<file path="config.mk">
export PLATFORM = sky130hd
export DESIGN_NAME = seq_frame_tx
export DESIGN_NICKNAME = d
export VERILOG_FILES = /design/src/rtl/seq_tx_pkg.sv /design/src/rtl/seq_frame_tx_piso_shift.sv /design/src/rtl/seq_frame_tx.sv
export SDC_FILE = /design/constraint.sdc
export NUM_CORES = 1
export LEC_CHECK = 0
export BUFFER_PORTS_ARGS = -buffer_cell sky130_fd_sc_hd__buf_4
export CAP_MARGIN = 5
export CORE_MARGIN = 1.5
export CORE_UTILIZATION = 55
export DETAILED_ROUTE_END_ITERATION = 16
export PLACE_DENSITY = 0.81
export SLEW_MARGIN = 10
export SYNTH_ARGS = -nofsm -noshare
export SYNTH_HDL_FRONTEND = slang
export SYNTH_HIERARCHICAL = 1
export SYNTH_SLANG_ARGS = --single-unit
export TNS_END_PERCENT = 10
</file>
<file path="constraint.sdc">
create_clock -name clk -period 3.82 [get_ports clk]
set_input_delay 0.191 -clock clk [delete_from_list [all_inputs] [get_ports clk]]
set_output_delay 0.191 -clock clk [all_outputs]
set_load 0.02 [all_outputs]
</file>
<file path="src/rtl/seq_tx_pkg.sv">
`default_nettype none
// ============================================================================
// Module      : seq_tx_pkg
// Description : Shared constants and state encoding for the "0110" serial
//               pattern link (transmitter and receiver sides).
// Revision    : 1.0 - initial release
// ============================================================================
package seq_tx_pkg;

    // Frame phases of the transmitter, 2-bit encoded.
    typedef enum logic [1:0] {
        ST_IDLE = 2'd0,
        ST_SYNC = 2'd1,
        ST_DATA = 2'd2,
        ST_GAP  = 2'd3
    } tx_state_e;

    // Default sync header, sent MSB first.
    localparam int              c_sync_w = 4;
    localparam logic [c_sync_w-1:0] c_sync = 4'b0110;

    // Largest of three phase lengths.
    function automatic int max3(input int a, input int b, input int c);
        int m;
        m = (a > b) ? a : b;
        return (m > c) ? m : c;
    endfunction

    // Phase counter width; at least one bit so the counter always exists.
    function automatic int cnt_width(input int a, input int b, input int c);
        int w;
        w = $clog2(max3(a, b, c));
        return (w < 1) ? 1 : w;
    endfunction

endpackage
`default_nettype wire

</file>
<file path="src/rtl/seq_frame_tx_piso_shift.sv">
`default_nettype none
// ============================================================================
// Module      : piso_shift
// Description : Parallel-in serial-out shift register. Load captures a word,
//               shift moves it one place towards the MSB; the MSB is the
//               serial output.
// Revision    : 1.0 - initial release
// ============================================================================
module piso_shift #(
    parameter int WIDTH = 8
) (
    input  logic             clk,
    input  logic             rst,
    input  logic             load_i,
    input  logic [WIDTH-1:0] data_i,
    input  logic             shift_i,
    output logic             msb_o
);

    logic [WIDTH-1:0] sr_q;
    logic [WIDTH-1:0] sr_shifted;

    generate
        if (WIDTH == 1) begin : g_w1
            assign sr_shifted = 1'b0;
        end else begin : g_wn
            assign sr_shifted = {sr_q[WIDTH-2:0], 1'b0};
        end
    endgenerate

    // Load has priority over shift; the two never coincide in the transmitter.
    always_ff @(posedge clk) begin
        if (rst) begin
            sr_q <= '0;
        end else if (load_i) begin
            sr_q <= data_i;
        end else if (shift_i) begin
            sr_q <= sr_shifted;
        end
    end

    assign msb_o = sr_q[WIDTH-1];

endmodule
`default_nettype wire

</file>
<file path="src/rtl/seq_frame_tx.sv">
`default_nettype none
// ============================================================================
// Module      : seq_frame_tx
// Description : Serial frame transmitter. Accepts a payload on load/ready and
//               sends sync header, payload MSB-first, then idle-high gap bits,
//               one bit per clock on a registered serial line.
// Revision    : 1.0 - initial release
// ============================================================================
module seq_frame_tx
    import seq_tx_pkg::*;
#(
    parameter int                DATA_W   = 8,
    parameter int                SYNC_W   = c_sync_w,
    parameter logic [SYNC_W-1:0] SYNC     = SYNC_W'(c_sync),
    parameter int                GAP_BITS = 1
) (
    input  logic              clk,
    input  logic              rst,
    input  logic [DATA_W-1:0] data_in,
    input  logic              load,
    output logic              ready,
    output logic              x,
    output logic              busy,
    output logic              sof,
    output logic              eof
);

    localparam int CNT_W    = cnt_width(SYNC_W, DATA_W, GAP_BITS);
    localparam int SYNC_PAD = 1 << CNT_W;

    localparam logic [CNT_W-1:0] c_sync_last = CNT_W'(SYNC_W - 1);
    localparam logic [CNT_W-1:0] c_data_last = CNT_W'(DATA_W - 1);
    localparam logic [CNT_W-1:0] c_gap_last  = CNT_W'(GAP_BITS - 1);
    localparam logic [CNT_W-1:0] c_cnt_one   = CNT_W'(1);

    // State and counter always describe the bit currently on x, so the
    // registered outputs are computed from the next state/count.
    tx_state_e        state_q, state_d;
    logic [CNT_W-1:0] cnt_q, cnt_d;
    logic             x_q, x_d;
    logic             sof_q, sof_d;
    logic             eof_q, eof_d;

    logic             w_accept;
    logic             w_shift;
    logic             w_msb;
    logic [SYNC_PAD-1:0] w_sync_rev;

    // Sync header reordered so the counter indexes it directly; padding is
    // unreachable because the sync counter stops at SYNC_W-1.
    genvar gi;
    generate
        for (gi = 0; gi < SYNC_PAD; gi++) begin : g_sync_rev
            if (gi < SYNC_W) begin : g_bit
                assign w_sync_rev[gi] = SYNC[SYNC_W-1-gi];
            end else begin : g_pad
                assign w_sync_rev[gi] = 1'b1;
            end
        end
    endgenerate

    assign ready    = (state_q == ST_IDLE) ||
                      ((state_q == ST_GAP) && (cnt_q == c_gap_last));
    assign w_accept = load && ready;
    assign busy     = (state_q != ST_IDLE);

    // Payload register: captured on accept, advanced once per data bit sent.
    piso_shift #(
        .WIDTH (DATA_W)
    ) u_piso (
        .clk     (clk),
        .rst     (rst),
        .load_i  (w_accept),
        .data_i  (data_in),
        .shift_i (w_shift),
        .msb_o   (w_msb)
    );

    // State, phase counter and registered line outputs.
    always_ff @(posedge clk) begin
        if (rst) begin
            state_q <= ST_IDLE;
            cnt_q   <= '0;
            x_q     <= 1'b1;
            sof_q   <= 1'b0;
            eof_q   <= 1'b0;
        end else begin
            state_q <= state_d;
            cnt_q   <= cnt_d;
            x_q     <= x_d;
            sof_q   <= sof_d;
            eof_q   <= eof_d;
        end
    end

    // Next state/count, then the line value for the bit about to be driven.
    always_comb begin
        state_d = state_q;
        cnt_d   = cnt_q;
        x_d     = 1'b1;
        sof_d   = 1'b0;
        eof_d   = 1'b0;
        w_shift = 1'b0;

        unique case (state_q)
            ST_IDLE: begin
                if (load) begin
                    state_d = ST_SYNC;
                    cnt_d   = '0;
                end
            end
            ST_SYNC: begin
                if (cnt_q == c_sync_last) begin
                    state_d = ST_DATA;
                    cnt_d   = '0;
                end else begin
                    cnt_d = cnt_q + c_cnt_one;
                end
            end
            ST_DATA: begin
                if (cnt_q == c_data_last) begin
                    state_d = ST_GAP;
                    cnt_d   = '0;
                end else begin
                    cnt_d = cnt_q + c_cnt_one;
                end
            end
            ST_GAP: begin
                if (cnt_q == c_gap_last) begin
                    // A load on the last gap bit chains straight into sync.
                    state_d = load ? ST_SYNC : ST_IDLE;
                    cnt_d   = '0;
                end else begin
                    cnt_d = cnt_q + c_cnt_one;
                end
            end
            default: begin
                state_d = ST_IDLE;
                cnt_d   = '0;
            end
        endcase

        unique case (state_d)
            ST_SYNC: begin
                x_d   = w_sync_rev[cnt_d];
                sof_d = (cnt_d == '0);
            end
            ST_DATA: begin
                // Present MSB goes on the line; the register then moves on.
                x_d     = w_msb;
                eof_d   = (cnt_d == c_data_last);
                w_shift = 1'b1;
            end
            default: begin
                x_d = 1'b1;
            end
        endcase
    end

    assign x   = x_q;
    assign sof = sof_q;
    assign eof = eof_q;

endmodule
`default_nettype wire

</file>
-- Yosys cells after proc, flatten, opt, wreduce, memory -nomap -nowiden
Memories as Yosys holds them, arrays and structs flattened.
Index checks and enable logic that the tools add are counted.
- add/sub/neg operators: 1
- magnitude comparators: 1
- equal/unequal tests: 8
- mux-type cells: 16
- bitwise gates (word level): 2
- reductions and logical operators: 10
- operator list (cell ; number):
    two-way mux 8 bit ; 2
    two-way mux 3 bit ; 4
    one-hot mux 3 bit (4 select lines) ; 1
    two-way mux 2 bit ; 4
    one-hot mux 2 bit (4 select lines) ; 1
    equality test 2 bit (second input constant) ; 3
    equality test 3 bit (second input constant) ; 2
    zero test 3 bit ; 2
    equality test 2 x 1 -> 1 bit (second input constant) ; 2
    < comparator 3 x 4 -> 1 bit (second input constant) ; 1
    nonzero test 2 bit ; 2
    OR reduction 2 bit ; 2
    adder 3 x 1 -> 3 bit (second input constant) ; 1
    equality test 3 x 2 -> 1 bit (second input constant) ; 1
    two-way mux 1 bit ; 3
    logical AND 1 bit ; 2
    zero test 2 bit ; 1
    NOT 1 bit ; 2
    one-hot mux 1 bit (2 select lines) ; 1
    logical OR 1 bit ; 1
- register bits after elaboration: 16
- ROM bits: 8
- bits of input ports: 11
- output and inout port bits: 5
- memories: 1
- memory list (name ; depth ; width ; rd ports ; clocked after Yosys merged registers in ; wr ports ; line ; text):
    (no name shown) ; 8 ; 1 ; 1 ; 0 ; 0 ; seq_frame_tx.sv:145 ; x_d = w_sync_rev[cnt_d];

-- Longest topological paths before layout
- depth after elaboration: 7
- mapped depth: 9
- mapped depth without buffers: 9

-- By module
The synthesis kept the hierarchy.
- modules (own cells, without submodules) (module ; times used ; cells an instance ; area each (um2) ; sequential area each (um2)):
    seq_frame_tx ; 1 ; 66 ; 565.5 ; 160.2
    piso_shift ; 1 ; 35 ; 369.1 ; 160.2

-- Worst setup path after synthesis
No wires, ideal clock.
- kind: register -> register
- start point: reg cnt_q[0]
- end point: reg u_piso.sr_q[0]
- data arrival time: 1865 ps
- required time: 3750 ps
- slack: 1886 ps
- stages on the path, launching flop included: 9
- period minus slack after synthesis: 1934 ps
- cells stage by stage: dfxtp_1 -> ha_1 -> and3b_2 -> o21ai_0 -> inv_1 -> ha_1 -> buf_6 -> or3b_1 -> a21oi_1
- longest elaborated chain between the ends: 6
- elaborated cells between the ends (all ways): 14
- classes of those cells: 3 x eq/ne; 6 x mux; 5 x reduce/logical
- RTL lines (what ; line ; text):
    start: declaration ; seq_frame_tx.sv:39 ; logic [CNT_W-1:0] cnt_q, cnt_d;
    start signal: assignment ; seq_frame_tx.sv:89 ; cnt_q <= cnt_d;
    equality test 3 bit, or another cell as far along ; seq_frame_tx.sv:121 ; if (cnt_q == c_data_last) begin
    two-way mux 2 bit (on tied branches) ; seq_frame_tx.sv:121, seq_frame_tx.sv:113, seq_frame_tx.sv:129 ;
    one-hot mux 2 bit (4 select lines) * ; seq_frame_tx.sv:105 ; unique case (state_q)
    net state_d[1] ; seq_frame_tx.sv:38 ; tx_state_e state_q, state_d;
    equality test 2 bit * ; seq_frame_tx.sv:143 ; unique case (state_d)
    two-way mux 1 bit * ; seq_frame_tx.sv:143 ;
    net w_shift ; seq_frame_tx.sv:45 ; logic w_shift;
    nonzero test 2 bit (no source line) * ; -- ;
    end signal: assignment ; seq_frame_tx_piso_shift.sv:36 ; sr_q <= data_i;
    end signal: assignment ; seq_frame_tx_piso_shift.sv:38 ; sr_q <= sr_shifted;
    end: declaration ; seq_frame_tx_piso_shift.sv:20 ; logic [WIDTH-1:0] sr_q;
Mark *: on every way through the listed nets, which the timed path passes. The rest lies on a longest branch.
A chain may end at the register's enable or synchronous reset.

-- Worst setup path in the final report
Same ends and word-level chain as after synthesis.

==> results.md <==
* RSZ-0062 raised after global routing: false
* Final setup TNS at 0 ns
* Predominant post-synthesis flop cell: dfxtp_1
* Clock sink count at 16
* DRC viols at 0
* P&R area growth vs syn at 12.99%
* Clock latency on the worst-skew pair at 0.28 ns
* Max Freq at about 470 MHz
* Placer congestion estimate at 0.8368
* # diodes at 0
* Placed cells at ~130
* Syn Std Cell Area at 934.6 um^2
* CTS clk-pin slew, worst paths at ~0.1 ns
* TritonCTS clock tree: yes
* Cts bufs inserted at 3
* Initial antenna violation count at 0
* Synth Register Bits at 16
* Hold Path Class: input pin to register
* First-pass GRT wire length at between 2000 and 3000 um
* Most frequent cell after synthesis: dfxtp_1
* Worst IR Drop VDD at 281.7 uV
* Hold Buf Count CTS at 0
* Share of layout cells above drive strength 1 at ~23%
* YS warnings at 6
* # setup viols final at 0
* Synth top area share at 34.27%
* Leakage power at 0.4523 nW
* Worst hold slack at approximately 0.16 ns
* Initial Util at between 60% and 70%
* Vias in the first global route at about 720
* Final Hold Violating Endpoints at 0
* Async SR Flop Fraction at 0%
* Synth cell types at 29
* Synthesized net count at 120
* Largest net degree at the start of global routing at 17
* DIE AREA at around 2000 um^2
* Outcome: completed
* Max-cap viol count at 0
* Pwr Total at ~360 uW
* Final Skew at 0.002387 ns
* Post-Route WL at 1627 um
* Ports at 16
* Crit Path Max Fanout at 10
* Average routed wire per standard cell at approximately 12 um
* PortBufs at 15
* Cells after Synth at 101
* WP data arrival at 2.34 ns
* Seq/Total Area, Yosys at about a third
* CTS resizes at 0
* Most instantiated cells after synthesis: dfxtp_1, inv_1, a211oi_1, ha_1
* Post-synth EDFFs at 0
* Setup bufs post-CTS at 0
* CORE AREA at 1541 um^2
* Height of the die at between 40 and 50 um
* Kind of end point of the critical path: register
* Core Rows at 14
* Leading area contributor after synthesis: dfxtp_1
* Final slew viol count at 0
* Routed Antenna Nets at 0
* Via density at around 5.5
* Util after Layout at between 60% and 70%
* Setup CP Type: register to register
* # nets final at 135
* Mean area per synthesized cell at approximately 9 um^2
* Detailed placement HPWL at around 1200 um
* GRT Util Overall at between 10% and 20%
* Worst slew pin tran at 0.5919 ns
* DRT Pass-1 Iters at 4
* CP Launch Type: register
* Worst EP required at just over 4 ns
* H-Tree Depth at 1
* Period utilization at a little under three fifths
* Root Buffer: clkbuf_4
* Remaining Overflow, GRT at 0
* Starting DRT DRC Count at 18
* CTS Buffer Depth at 2
* DR vias at 727
* Min Clock Period, post-route at about 2.1 ns
* Die X at 44.23 um
* Power per cell area at around 340 nW/um^2
* Final std cells w/o fill at 131
* Max-slew headroom at around three fifths
* Area contributors post-synth: dfxtp_1, ha_1, mux2i_1
-- state kept, by name, indices dropped and copies added, names as in the netlist --
name	flops
sof	1
eof	1
x	1
cnt_q	3
u_piso/sr_q	8
state_q	2
-- critical path, cell delays in order (launching register included) --
cell and delay, ns:
dfxtp_1 0.35, ha_1 0.24, and3b_2 0.21, o21ai_0 0.27, inv_1 0.08, ha_1 0.37
or3b_1 0.41, a21oi_1 0.14
-- placed cells by master (no fill, tap or decap), types with 2 or more instances in the layout --
cell type and count:
buf_4 15, ha_1 8, nor3_1 2, nor2_1 6, nand2_1 7, a21oi_1 5
inv_1 13, dfxtp_1 16, o31ai_1 2, nor2b_1 7, clkbuf_4 3, mux2i_1 7
a211oi_1 8
-- through the flow --
| step | area, um^2 | worst slack (ns) |
|---|---|---|
| CTS | 1056 | 1.712 |
| global route | 1056 | 1.538 |
| floorplan | 934.6 | 1.886 |
| global placement | 1020 | 1.793 |
| finish | 1056 | 1.702 |
| detailed placement | 1020 | 1.737 |
-- cell families (layout without fill, tap and decap cells) --
logic type | count (synthesis) | after routing | synth area share (%)
AO/OA/AOI/OAI | 21 | 21 | 18.34
AND/OR/NAND/NOR | 31 | 31 | 18.88
adder cells (fa/ha/maj) | 8 | 8 | 10.71
multiplexers | 7 | 7 | 7.497
buffers and inverters | 18 | 32 | 10.31
flip-flops | 16 | 16 | 34.27
-- final timing paths --
kind | from | to | slack, ns | depth (start not counted)
max | cnt_q[0] | u_piso/sr_q[0] | 1.70 | 7
min | data_in[0] | u_piso/sr_q[0] | 0.16 | 3
max reg2reg | cnt_q[0] | u_piso/sr_q[0] | 1.70 | 7
min reg2reg | u_piso/sr_q[7] | x | 0.50 | 2
-- layout make-up --
cell class / instances / area, um^2
Inverter: 13 / 48.80
Sequential cell: 16 / 320.3
Clock buffer: 4 / 36.28
Tap cell: 16 / 20.02
Fill cell: 127 / 485.5
Multi-Input combinational cell: 67 / 518.0
Timing Repair Buffer: 15 / 112.6
-- power by group --
part	switching, mW	leakage (nW)	internal [mW]	total [mW]
Clock	0.0538	0.0210	0.0580	0.112
Combinational	0.0315	0.300	0.0306	0.0621
Sequential	0.00715	0.132	0.178	0.185
-- layer usage --
metal / routed length, um / up-vias / track usage [%]
li1: - / 374 / -
met1: 794 / 335 / 23.72
met2: 740 / 16 / 33.53
met3: 78 / 2 / 3.673
met4: 13 / 0 / 5.455
met5: 0 / - / 0
Note: power is estimated with default switching activity, not from simulation.
